[src/rtl/gmii_if.sv]
// gmii_if: GMII transmit byte stream (data plus valid) between framer and PHY.
interface gmii_if;
  logic [7:0] data;
  logic       valid;
  modport master (output data, valid);
  modport slave  (input data, valid);
endinterface

[src/rtl/eth_tx_framer.sv]
// eth_tx_framer: Ethernet TX framer (preamble/SFD, data, IFG; pad and CRC-32 FCS when ETH_TX_FCS_EN is defined).
module eth_tx_framer #(
  parameter int IFG_LEN       = 12,
  parameter int MIN_FRAME_LEN = 60
) (
  input  logic       clk,
  input  logic       rst,
  input  logic [7:0] s_data,
  input  logic       s_valid,
  input  logic       s_last,
  output logic       s_ready,
  gmii_if.master     gmii_if_tx_o,
  output logic       tx_busy_o,
  output logic       tx_done_o,
  output logic       tx_underrun_o
);
  typedef enum logic [2:0] {IDLE, PREAMBLE, SFD, DATA, IFG
`ifdef ETH_TX_FCS_EN
    , PAD, FCS
`endif
  } state_t;
  localparam logic [15:0] IFG_T = 16'(IFG_LEN);
  state_t      st, end_st;
  logic [15:0] bcnt, bnext, tcnt;
  logic        last_out;
  assign s_ready   = st == SFD || st == DATA;
  assign tx_busy_o = st != IDLE;
  assign bnext     = &bcnt ? bcnt : bcnt + 16'd1;
`ifdef ETH_TX_FCS_EN
  localparam logic [15:0] MIN_T = 16'(MIN_FRAME_LEN);
  logic [31:0] crc, fcs;
  function automatic logic [31:0] crc8(input logic [31:0] c, input logic [7:0] d);
    logic [31:0] r;
    r = c ^ {24'd0, d};
    for (int i = 0; i < 8; i++) r = r[0] ? (r >> 1) ^ 32'hEDB88320 : r >> 1;
    return r;
  endfunction
  assign fcs    = ~crc;
  assign end_st = bnext < MIN_T ? PAD : FCS;
`else
  assign end_st = IFG;
`endif
  // Output bytes are registered one edge after the state that produces them,
  // so the IFG timer of a completed frame includes the cycle its last byte is on the wire.
  always_ff @(posedge clk) begin
    if (rst) begin
      st                 <= IDLE;
      bcnt               <= '0;
      tcnt               <= '0;
      last_out           <= 1'b0;
      gmii_if_tx_o.data  <= 8'h00;
      gmii_if_tx_o.valid <= 1'b0;
      tx_done_o          <= 1'b0;
      tx_underrun_o      <= 1'b0;
`ifdef ETH_TX_FCS_EN
      crc                <= '1;
`endif
    end else begin
      tx_done_o     <= last_out;
      last_out      <= 1'b0;
      tx_underrun_o <= 1'b0;
      case (st)
        IDLE, IFG: begin
          if (st == IFG && tcnt != 16'd0) begin
            tcnt               <= tcnt - 16'd1;
            gmii_if_tx_o.data  <= 8'h00;
            gmii_if_tx_o.valid <= 1'b0;
          end else begin
            st                 <= s_valid ? PREAMBLE : IDLE;
            gmii_if_tx_o.data  <= s_valid ? 8'h55 : 8'h00;
            gmii_if_tx_o.valid <= s_valid;
            bcnt               <= '0;
            tcnt               <= '0;
`ifdef ETH_TX_FCS_EN
            crc                <= '1;
`endif
          end
        end
        PREAMBLE: begin
          st                <= tcnt == 16'd6 ? SFD : PREAMBLE;
          tcnt              <= tcnt == 16'd6 ? 16'd0 : tcnt + 16'd1;
          gmii_if_tx_o.data <= tcnt == 16'd6 ? 8'hD5 : 8'h55;
        end
        SFD, DATA: begin
          if (s_valid) begin
            gmii_if_tx_o.data  <= s_data;
            gmii_if_tx_o.valid <= 1'b1;
            bcnt               <= bnext;
            st                 <= s_last ? end_st : DATA;
            tcnt               <= s_last && end_st == IFG ? IFG_T : 16'd0;
            last_out           <= s_last && end_st == IFG;
`ifdef ETH_TX_FCS_EN
            crc                <= crc8(crc, s_data);
`endif
          end else begin
            gmii_if_tx_o.data  <= 8'h00;
            gmii_if_tx_o.valid <= 1'b0;
            st                 <= st == DATA ? IFG : DATA;
            tcnt               <= st == DATA ? IFG_T - 16'd1 : 16'd0;
            tx_underrun_o      <= st == DATA;
          end
        end
`ifdef ETH_TX_FCS_EN
        PAD: begin
          gmii_if_tx_o.data <= 8'h00;
          bcnt              <= bnext;
          crc               <= crc8(crc, 8'h00);
          st                <= bnext >= MIN_T ? FCS : PAD;
        end
        FCS: begin
          gmii_if_tx_o.data <= fcs[{tcnt[1:0], 3'b000} +: 8];
          st                <= tcnt == 16'd3 ? IFG : FCS;
          tcnt              <= tcnt == 16'd3 ? IFG_T : tcnt + 16'd1;
          last_out          <= tcnt == 16'd3;
        end
`endif
        default: st <= IDLE;
      endcase
    end
  end
endmodule

[src/flat_wrapper.sv]
// flat-port wrapper written by rule: the top's interface ports become plain ports
module eth_tx_framer_flat 
#(
  parameter int IFG_LEN       = 12,
  parameter int MIN_FRAME_LEN = 60
)
  (clk, rst, s_data, s_valid, s_last, s_ready, tx_busy_o, tx_done_o, tx_underrun_o, gmii_if_tx_o_data, gmii_if_tx_o_valid);
  gmii_if gmii_if_tx_o_i ();
  input  logic clk;
  input  logic rst;
  input  logic [7:0] s_data;
  input  logic s_valid;
  input  logic s_last;
  output logic s_ready;
  output logic tx_busy_o;
  output logic tx_done_o;
  output logic tx_underrun_o;
  output wire logic [$bits(gmii_if_tx_o_i.data)-1:0] gmii_if_tx_o_data;
  output wire logic [$bits(gmii_if_tx_o_i.valid)-1:0] gmii_if_tx_o_valid;
  assign gmii_if_tx_o_data = gmii_if_tx_o_i.data;
  assign gmii_if_tx_o_valid = gmii_if_tx_o_i.valid;
  eth_tx_framer #(.IFG_LEN(IFG_LEN), .MIN_FRAME_LEN(MIN_FRAME_LEN)) u_core (.clk(clk), .rst(rst), .s_data(s_data), .s_valid(s_valid), .s_last(s_last), .s_ready(s_ready), .gmii_if_tx_o(gmii_if_tx_o_i), .tx_busy_o(tx_busy_o), .tx_done_o(tx_done_o), .tx_underrun_o(tx_underrun_o));
endmodule
[config.mk]
export PLATFORM = sky130hd
export DESIGN_NAME = eth_tx_framer_flat
export DESIGN_NICKNAME = d
export VERILOG_FILES = /design/src/rtl/gmii_if.sv /design/src/rtl/eth_tx_framer.sv /design/src/flat_wrapper.sv
export SDC_FILE = /design/constraint.sdc
export NUM_CORES = 1
export LEC_CHECK = 0
export CAP_MARGIN = 15
export CORE_MARGIN = 4
export CORE_UTILIZATION = 49
export CTS_BUF_LIST = sky130_fd_sc_hd__clkbuf_2
export DETAILED_ROUTE_END_ITERATION = 8
export PLACE_DENSITY = 0.7
export SYNTH_ARGS = -nofsm -noshare
export SYNTH_HDL_FRONTEND = slang
export SYNTH_SLANG_ARGS = --single-unit
export TNS_END_PERCENT = 1
[constraint.sdc]
create_clock -name clk -period 3.15 [get_ports clk]
set_input_delay 0.945 -clock clk [delete_from_list [all_inputs] [get_ports clk]]
set_output_delay 0.945 -clock clk [all_outputs]
set_load 0.01 [all_outputs]
; ---- After elaboration in Yosys (flattened, before gate mapping)
; Cells that the tools add are included.
[totals]
elab_cells = 49
register_bits = 31
output_inout_bits = 13
[op_classes]
muxes = 21
reduce_logical = 11
n_addsub = 2
n_bitwise = 2
n_eq_ne = 6
[ops]
columns = cell, n
row1 = 2-to-1 mux 16 bit, 3
row2 = case mux 16 bit (3 select lines), 1
row3 = 2-to-1 mux 8 bit, 3
row4 = case mux 8 bit (3 select lines), 1
row5 = adder 16 x 1 -> 16 bit (second input constant), 1
row6 = == test 16 x 3 -> 1 bit (second input constant), 1
row7 = nonzero test 16 bit, 1
row8 = subtractor 16 x 1 -> 16 bit (second input constant), 1
row9 = 2-to-1 mux 3 bit, 4
row10 = case mux 3 bit (3 select lines), 1
row11 = 2-to-1 mux 4 bit, 2
row12 = 2-to-1 mux 7 bit, 1
row13 = == test 3 x 2 -> 1 bit (second input constant), 2
row14 = nonzero test 3 bit, 2
row15 = OR reduction 3 bit, 2
row16 = OR reduction 2 bit, 2
row17 = == test 3 x 1 -> 1 bit (second input constant), 1
row18 = == test 3 bit (second input constant), 1
row19 = zero test 3 bit, 1
row20 = 2-to-1 mux 1 bit, 3
row21 = 2-to-1 mux 2 bit, 1
row22 = != test 2 bit (second input constant), 1
row23 = NOT 1 bit, 2
row24 = case mux 1 bit (2 select lines), 1
row25 = other kinds (3), 3

; ---- Depth between registers and ports, before layout
[depth]
word_depth = 4
depth_mapped = 9
mapped_depth_nobuf = 8

; ---- Worst setup path after synthesis
; No wires, ideal clock.
[synth_timing]
kind = register to register
startpoint = register u_core.tcnt[4]
endpoint = register u_core.tcnt[13]
setup_slack_ns = 0.902
n_path_buf = 2
stages_incl_launch_ff = 9
required_time_ns = 3.030
synth_period_minus_slack_ns = 2.248
arrival_ns = 2.128
cell_sequence = dfxtp_1 buf_6 or3_1 buf_6 or4_4 o211a_4 a21oi_2 nor2_1 a211o_1
[synth_between]
elab_chain_len = 4
word_cells_on_any_way = 8
cone_classes = add/sub (2) / eq/ne (1) / mux (3) / reduce/logical (2)
[synth_lines]
columns = element, line_no
row1 = start: declaration, eth_tx_framer.sv:24  ; logic [15:0] bcnt, bnext, tcnt;
row2 = start signal: assignment, eth_tx_framer.sv:65  ; tcnt <= tcnt - 16'd1;
row3 = start signal: assignment, eth_tx_framer.sv:81  ; tcnt <= tcnt == 16'd6 ? 16'd0 : tcnt + 16'd1;
row4 = start signal: assignment, eth_tx_framer.sv:90  ; tcnt <= s_last && end_st == IFG ? IFG_T : 16'd0;
row5 = "parallel branches: the longest is 3 deep, another holds adder 16 x 1 -> 16 bit", -
row6 = case mux 16 bit (3 select lines) *, eth_tx_framer.sv:62  ; case (st)
; Mark *: on every way between the ends.
; A chain may end at the register's enable or synchronous reset.

; ---- Final worst setup path
[layout_timing]
startpoint = register u_core.st[2]
endpoint = output port s_ready
[layout_between]
elab_chain_len = 2
word_cells_on_any_way = 3
cone_classes = eq/ne (2) / reduce/logical (1)
[layout_lines]
columns = element, line_no
row1 = start: declaration, eth_tx_framer.sv:23  ; state_t st, end_st;
row2 = start signal: assignment, eth_tx_framer.sv:69  ; st <= s_valid ? PREAMBLE : IDLE;
row3 = start signal: assignment, eth_tx_framer.sv:80  ; st <= tcnt == 16'd6 ? SFD : PREAMBLE;
row4 = start signal: assignment, eth_tx_framer.sv:89  ; st <= s_last ? end_st : DATA;
row5 = == test 3 x 2 -> 1 bit, eth_tx_framer.sv:26  ; assign s_ready = st == SFD || st == DATA;
row6 = logical OR 1 bit *, eth_tx_framer.sv:26
row7 = end: declaration, flat_wrapper.sv:14  ; output logic s_ready;
; Every way passes the cells marked *; elsewhere a longest branch is shown, timed or not.

==> results.sh <==
export IMPL_synth_cell_area_um2=1980
export IMPL_post_cts_resize_count=0
export IMPL_critical_path_max_fanout=10
export IMPL_globalRouteOverflowTotal=0
export IMPL_achievable_frequency_mhz=357
export IMPL_post_synth_num_cell_types=57
export IMPL_cts_root_buffer_cell="sky130_fd_sc_hd__clkbuf_2"
export IMPL_hold_path_class="reg2reg"
export IMPL_drtPass1Iterations=5
export IMPL_skew_ps=11.7
export IMPL_critPathSlowestCell="sky130_fd_sc_hd__dfxtp_1"
export IMPL_grt_pass1_wl_um=8270
export IMPL_die_height_um=71.6
export IMPL_final_common_cell="sky130_fd_sc_hd__nor2_1"
export IMPL_postLayoutCoreUtil=0.604
export IMPL_hpwlAfterDp_um=3550
export IMPL_crit_arrival_ps=1860
export IMPL_timing_critical_path_from="u_core.st[2]$_SDFFE_PP0P_"
export IMPL_share_of_final_layout_standard_cells_stronger_than_drive_strength_1=0.0916
export IMPL_place_gp_congestion=0.876
export IMPL_most_used_dff_post_synth="sky130_fd_sc_hd__dfxtp_1"
export IMPL_path_clk_slew_ps=180
export IMPL_antenna_found_initial=0
export IMPL_timing_final_max_slew_violations=0
export IMPL_cts_buffers=5
export IMPL_routed_wl_um=5040
export IMPL_clk_latency_ps=370
export IMPL_die_x_um=71.6
export IMPL_synth_avg_cell_area_um2=7.68
export IMPL_synth_top_cells_by_area="sky130_fd_sc_hd__dfxtp_1 31%, sky130_fd_sc_hd__nor2_1 7.0%, sky130_fd_sc_hd__a211oi_1 4.5%, sky130_fd_sc_hd__nand2_1 4.2%, sky130_fd_sc_hd__a21oi_1 3.5%"
export IMPL_ios=25
export IMPL_path_class="reg2out"
export IMPL_cts_hold_repair_buffers=0
export IMPL_number_of_enable_type_register_cells_in_the_synthesized_netlist=0
export IMPL_initial_core_util=0.525
export IMPL_antenna_cells=0
export IMPL_buffer_ports_inserted=24
export IMPL_yosysWarningCount=0
export IMPL_yosysTopAreaCellShare=0.313
export IMPL_synthesis_instances=258
export IMPL_nNetsFinal=288
export IMPL_most_common_layout_cells="37 x sky130_fd_sc_hd__nor2_1, 31 x sky130_fd_sc_hd__dfxtp_1, 24 x sky130_fd_sc_hd__clkdlybuf4s50_1"
export IMPL_vias_per_cell=6.17
export IMPL_cts_tree="done"
export IMPL_path_cells="nand2b_1 -> inv_1 -> clkdlybuf4s50_1"
export IMPL_tightest_slew_ps=978
export IMPL_rsz_0062_raised_after_global_routing="no"
export IMPL_detail_route_drc_violations=0
export IMPL_synth_ff_latch_count=31
export IMPL_design_die_area_um2=5120
export IMPL_hold_start="u_core.last_out$_SDFF_PP0_"
export IMPL_clk_path_buf_depth=2
export IMPL_crit_path_start_kind="flip-flop"
export IMPL_max_slew_margin_rel=0.345
export IMPL_synth_area_leader_cell="sky130_fd_sc_hd__dfxtp_1"
export IMPL_syn_nets=274
export IMPL_outcome="finished clean"
export IMPL_p_per_area_nw_per_um2=349
export IMPL_p_r_area_growth_vs_syn_pct=15.0
export IMPL_vdd_ir_drop_max_mv=0.175
export IMPL_cellLeakagePower_nw=0.830
export IMPL_route_vias_total=1979
export IMPL_finalCriticalPeriod_ps=2800
export IMPL_cap_viol_max_count=0
export IMPL_totalNegativeSetupSlack_ps=0
export IMPL_timing_rr_start="u_core.tcnt[0]$_SDFFE_PP0P_"
export IMPL_row_count=22
export IMPL_largest_net_degree_at_the_start_of_global_routing=21
export IMPL_final_antenna_net_count=0
export IMPL_core_area_um2=3770
export IMPL_htree_levels=2
export IMPL_drt_wirelength_per_cell_um=15.7
export IMPL_number_of_global_route_vias_before_repair=1763
export IMPL_worstSetupEndpointType="output pin"
export IMPL_cts_sinks=31
export IMPL_final_setup_viol_count=0
export IMPL_drt_initial_drc_count=238
export IMPL_crit_required_ps=2200
export IMPL_total_setup_buffers_inserted_after_cts=0
export IMPL_r2r_setup_slack_ps=580
export IMPL_grt_total_usage=0.199
export IMPL_asyncSetResetFlopFracSynth=0
export IMPL_hold_viol=0
export IMPL_layout_worst_path_cycle_share=0.890
export IMPL_synth_sequential_area_ratio=0.313
export IMPL_largest_stage_delay_on_the_critical_path_ps=560
registers in the layout, summed over array words and instances, names as in the netlist:
name and flops:
u_core.tcnt 16, u_core.gmii_if_tx_o.data 8, u_core.st 3, u_core.gmii_if_tx_o.valid 1, u_core.last_out 1, u_core.tx_done_o 1, u_core.tx_underrun_o 1
synth_stat cells, drive strengths merged, types with 3 or more instances:
master and n:
nor3 14, o21ai 6, a211oi 12, xor2 4
and2 5, or4 3, nor2b 3, o211ai 5
nor4 5, a21oi 15, nand2 22, buf 7
nand3 12, nand2b 5, nor2 37, a31oi 3
inv 5, and3 4, ha 4, a22oi 6
dfxtp 31, clkbuf 15, or3 5
power breakdown:
group / internal [mW] / switching, mW
sequential: 0.400 / 0.00554
clock: 0.134 / 0.156
combinational: 0.0457 / 0.0527
total: 0.580 / 0.215
cell families after synthesis:
| kind of cell | synth area share |
|---|---|
| AO/OA/AOI/OAI | 0.244 |
| XOR/XNOR | 0.0265 |
| adder cells (fa/ha/maj) | 0.0253 |
| buffers and inverters | 0.0644 |
| flip-flops | 0.313 |
| multiplexers | 0.0101 |
| AND/OR/NAND/NOR | 0.316 |
cell type report:
cell class	instances	area (µm²)
sequential	31	621
clock inverter	3	43.8
inverter	5	18.8
timing repair buffer	29	278
clock buffer	5	25.0
tap	48	60.1
fill	354	1490
multi-input combinational	200	1230
worst max-delay path: cells and delay by family, from the launching register on:
family / cells / cell delay (ps)
simple gates: 1 / 280
buf+inv: 2 / 650
flops: 1 / 560
per-stage QoR:
step	total power, mW	instances	setup WS, ps	instance area [µm²]	hold WS (ps)
2_1_floorplan	0.469	258	902	1980	414
3_3_place_gp	0.510	313	554	2210	436
3_5_place_dp	0.510	313	537	2210	437
4_1_cts	0.803	321	330	2280	476
5_1_grt	0.828	321	171	2280	485
6_report	0.795	321	346	2280	471
path summary, 6_finish.rpt:
kind / to / cells after the start
worst min register to register: u_core.tx_done_o$_SDFF_PP0_ / 1
worst min-delay path: u_core.tx_done_o$_SDFF_PP0_ / 1
worst max-delay path: s_ready / 3
worst max register to register: u_core.tcnt[3]$_SDFFE_PP0P_ / 8
layer usage:
metal | wire length [µm] | vias up | track usage
li1 | - | 966 | -
met1 | 2310 | 918 | 0.248
met2 | 2320 | 84 | 0.318
met5 | 0 | - | 0
met3 | 340 | 11 | 0.0659
met4 | 70 | 0 | 0.0752
No activity file was read; power rests on OpenSTA's default activity.
